**config.mk**
```make
export PLATFORM = sky130hd
export DESIGN_NAME = inst_fetch
export DESIGN_NICKNAME = d
export VERILOG_FILES = /design/src/rtl/inst_fetch.sv
export SDC_FILE = /design/constraint.sdc
export NUM_CORES = 1
export LEC_CHECK = 0
export BUFFER_PORTS_ARGS = -buffer_cell sky130_fd_sc_hd__buf_2
export CAP_MARGIN = 40
export CORE_MARGIN = 8
export CORE_UTILIZATION = 50
export DETAILED_ROUTE_END_ITERATION = 12
export GPL_ROUTABILITY_DRIVEN = 0
export PLACE_DENSITY = 0.8
export SETUP_SLACK_MARGIN = 0.1
export SYNTH_ARGS = -nofsm -noshare
export SYNTH_HDL_FRONTEND = slang
export SYNTH_SLANG_ARGS = --single-unit
export TNS_END_PERCENT = 30
```
**constraint.sdc**
```tcl
create_clock -name clk -period 2.1 [get_ports clk]
set_input_delay 0.21 -clock clk [delete_from_list [all_inputs] [get_ports clk]]
set_output_delay 0.21 -clock clk [all_outputs]
set_load 0.005 [all_outputs]
```
**src/rtl/inst_fetch.sv**
```systemverilog
// Instruction fetch unit: requests one word, holds it for the decoder until
// accepted, then fetches the next; supports redirects and a terminal halt.
module inst_fetch #(
  parameter logic [31:0] RESET_PC = 32'h0000_3000
) (
  input  logic        clk,
  input  logic        rst_n,
  output logic        imem_req,
  output logic [31:0] imem_addr,
  input  logic [31:0] imem_rdata,
  input  logic        imem_ready,
  output logic [31:0] inst,
  output logic [31:0] inst_pc,
  output logic        inst_valid,
  input  logic        inst_ready,
  input  logic        redirect,
  input  logic [31:0] redirect_pc,
  input  logic        halt,
  output logic        halted,
  output logic [31:0] fetch_count
);

  typedef enum logic [1:0] {
    FETCH = 2'd0,
    VALID = 2'd1,
    HALT  = 2'd2
  } state_t;

  state_t      state, state_nxt;
  logic [31:0] pc, pc_nxt;
  logic [31:0] inst_nxt, inst_pc_nxt, count_nxt;
  logic        accept;

  function automatic logic [31:0] word_align(input logic [31:0] addr);
    return {addr[31:2], 2'b00};
  endfunction

  // Moore outputs decoded straight from the state register.
  assign imem_req   = (state == FETCH);
  assign imem_addr  = pc;
  assign inst_valid = (state == VALID);
  assign halted     = (state == HALT);
  assign accept     = (state == VALID) && inst_ready;

  always_ff @(posedge clk or negedge rst_n) begin
    if (!rst_n) begin
      state       <= FETCH;
      pc          <= RESET_PC;
      inst        <= 32'h0;
      inst_pc     <= 32'h0;
      fetch_count <= 32'h0;
    end else begin
      state       <= state_nxt;
      pc          <= pc_nxt;
      inst        <= inst_nxt;
      inst_pc     <= inst_pc_nxt;
      fetch_count <= count_nxt;
    end
  end

  always_comb begin
    state_nxt   = state;
    pc_nxt      = pc;
    inst_nxt    = inst;
    inst_pc_nxt = inst_pc;
    count_nxt   = fetch_count;
    case (state)
      FETCH: begin
        if (redirect) begin
          pc_nxt = word_align(redirect_pc);
        end else if (imem_ready) begin
          inst_nxt    = imem_rdata;
          inst_pc_nxt = pc;
          pc_nxt      = pc + 32'd4;
          state_nxt   = VALID;
        end
      end
      VALID: begin
        // An accepted word still counts even when a redirect lands with it.
        if (accept) count_nxt = fetch_count + 32'd1;
        if (redirect) begin
          pc_nxt    = word_align(redirect_pc);
          state_nxt = FETCH;
        end else if (accept) begin
          state_nxt = halt ? HALT : FETCH;
        end
      end
      HALT: begin
        state_nxt = HALT;
      end
      default: begin
        state_nxt = FETCH;
      end
    endcase
  end

endmodule

```
==> metrics <==
status=completed; DRT Pass-1 Iters=6; Sequential Power Share=39.1%; Post-DRT Antenna Nets=0; IO Count=201; Lkg Pwr=4.11 nW; number of flops mapped to enable cells by yosys=0; Critical Path Max Stage Delay=550 ps; Sink Count=126; TritonCTS Buffers=17; Die X=124 um; post-route setup TNS=0 ps; DR WL met3=1.57 mm; leading post-synthesis cells by cell area=dfrtp_1 (53%), nand2_1 (14%), xnor2_1 (3.5%), nand3_1 (2.6%), nand4_1 (2.0%); Post-synth top cells=nand2_1 (219), dfrtp_1 (124), nand3_1 (30); crit path buf inv count=0; CP Cell Sequence=nand3_2 -> or4_4 -> o31ai_2 -> a21oi_1 -> a311oi_1; critical path's top delay family=simple AND/OR/NAND/NOR gates; Psw=3.34 mW; Post-Syn Area per Cell=9.26 um2; clock input transition at the sequential cells of the worst setup and hold paths=60 ps; final hold viol count=0; NumNets Final=938; max_cap viols=0; gr ovfl total=0; DR WL met2=8.79 mm; count leader, synth=nand2_1; Max-slew headroom=59.2%; worst slew pin tran=612 ps; share of post-route cells with drive strength above 1=30.8%; top routing layer used=met4; row cnt=39; sequential area share after synthesis=54.3%; minimum clock period=1920 ps; asr flop ratio synth=100%; Comb power frac=30.4%; PwrDens=1250 nW/um2; WS Path Type=reg -> reg; detailed-placement wirelength estimate=12.5 mm; RSZ-0062 raised after global routing=yes; metal1 wirelength=7.24 mm; max-slew violations=0; synthesized instance count=628; Crit. End Element=register; library cells used by synthesis=64; Area growth syn-to-layout=37.0%; critical path peak fanout=5; initial antenna violation count=0; drt first-iter violations=466; Die H=124 um; P_int=6.59 mW; crit path DAT=2230 ps; number of port buffers=194; global-route wire length before repair=28.1 mm; Core Area=11,400 um2; Routed WL=18.0 mm; die area=15,300 um2; largest net degree at the start of global routing=78; vias=5,612; Cell Area, Synth=5820 um2; crit start category=register; Overall Global Routing Usage=23.5%; Yosys warning count=0; Initial Util=51.1%; routed len/inst=17.5 um; # fillers=893; Clk pwr share=30.5%; switch share=33.6%; Tcrit/Tclk final=91.6%; fmax=520 MHz; CTS tree=yes; Worst path slowest cell=dfstp_2; Max clock buf depth=2; Final Setup Violations=0; Hold Crit Class=in -> reg; Fin Hold WS=20.6 ps; Clock Latency Late Sink=410 ps; DRC viols=0; synthesis-stage register bit count=126; leading area contributor after synthesis=dfrtp_1; top-area cell type share of the netlist area=53.4%; H-tree depth=4; CTS root buf=clkbuf_16; vias per cell=5.47; Layout Skew=6.19 ps; worst path required time=2400 ps; Primary FF master, synth=dfrtp_1; Max VDD drop=0.849 mV; vias in the first global route=5,687; Reg2Reg Setup Slack=180 ps
## per-layer routing
metal  global-route usage (%)  vias to the layer above
met4                     8.95                        0
met5                        0                        -
li1                         -                     2630
met1                     27.6                     2708
met3                     8.25                       31
met2                     38.8                      243
## worst min-delay path, stage by stage
cell and delay [ps]:
buf_2 70, nand2_1 40, nand2_1 60
## kinds of logic (layout without fill, tap and decap cells)
logic type	Yosys count	in the layout	share of synthesized area [%]
simple gates	339	339	26.5
flops	126	126	54.3
compound gates	85	85	9.88
buf+inv	42	290	3.87
xor+xnor	31	31	4.67
fa+ha+maj	2	2	0.430
mux	2	2	0.366
other cells	1	8	0.0645
## metrics by stage
step	setup WS [ps]	cells	instance area [um2]	power, mW	util [%]
floorplan	253	631	5830	5.31	-
global route	80.8	1022	7960	10.5	70.0
global placement	201	959	7020	6.74	61.7
CTS	118	1022	7940	9.97	69.9
finish	176	1026	7970	9.93	70.1
detailed placement	155	959	7020	6.86	61.7
## power groups by stage
stage	registers (mW)	clock network (mW)	logic (mW)
3_3_place_gp	3.85	0	2.89
4_1_cts	3.87	3.08	3.03
3_5_place_dp	3.90	0	2.96
5_1_grt	3.98	3.17	3.35
6_report	3.88	3.02	3.02
2_1_floorplan	3.90	0	1.40
## path summary, 6_finish.rpt
| check | from | to | cells after the start |
|---|---|---|---|
| worst min register to register | inst_pc[16] | inst_pc[16] | 2 |
| worst max register to register | imem_addr[13] | imem_addr[26] | 5 |
| min in group asynchronous | rst_n | fetch_count[5] | 3 |
| worst max-delay path | imem_addr[13] | imem_addr[26] | 5 |
| worst min-delay path | imem_rdata[14] | inst[14] | 3 |
| max in group asynchronous | rst_n | inst[25] | 3 |
## sequential cells by signal, summed over array words and instances, names as in the netlist
signal       cells
fetch_count     32
inst            32
imem_addr       30
inst_pc         30
state            2
## what timing repair did
item,CTS,global route
endpoints found under the setup margin,0,5
gates resized for setup,0,4
hold endpoints to repair,154,0
setup buffers,0,0
hold buffers,31,0
## placed cells by master (no fill, tap or decap), drive strengths merged, types with 5 or more instances in the layout
cell and instances:
buf 221, nand2 219, dfrtp 124, dlygate4sd3 31, nand3 31, clkbuf 26
xnor2 23, a21oi 23, nor2 22, nand4 20, o21ai 13, nor3 12
xor2 8, o22ai 8, and3 8, a2bb2oi 7, and2 6, inv 5
nor4 5
## area by class of cell
cell class	instances	area (um2)	area share (%)
flip-flops and latches	126	3160	39.6
multi-input cells	463	2460	30.9
repair buffers	252	1520	19.1
clock buffers	26	509	6.39
well taps	143	179	2.25
clock inverters	6	105	1.32
inverters	6	22.5	0.283
diodes	4	10.0	0.126
(Power assumes the default switching activity.)
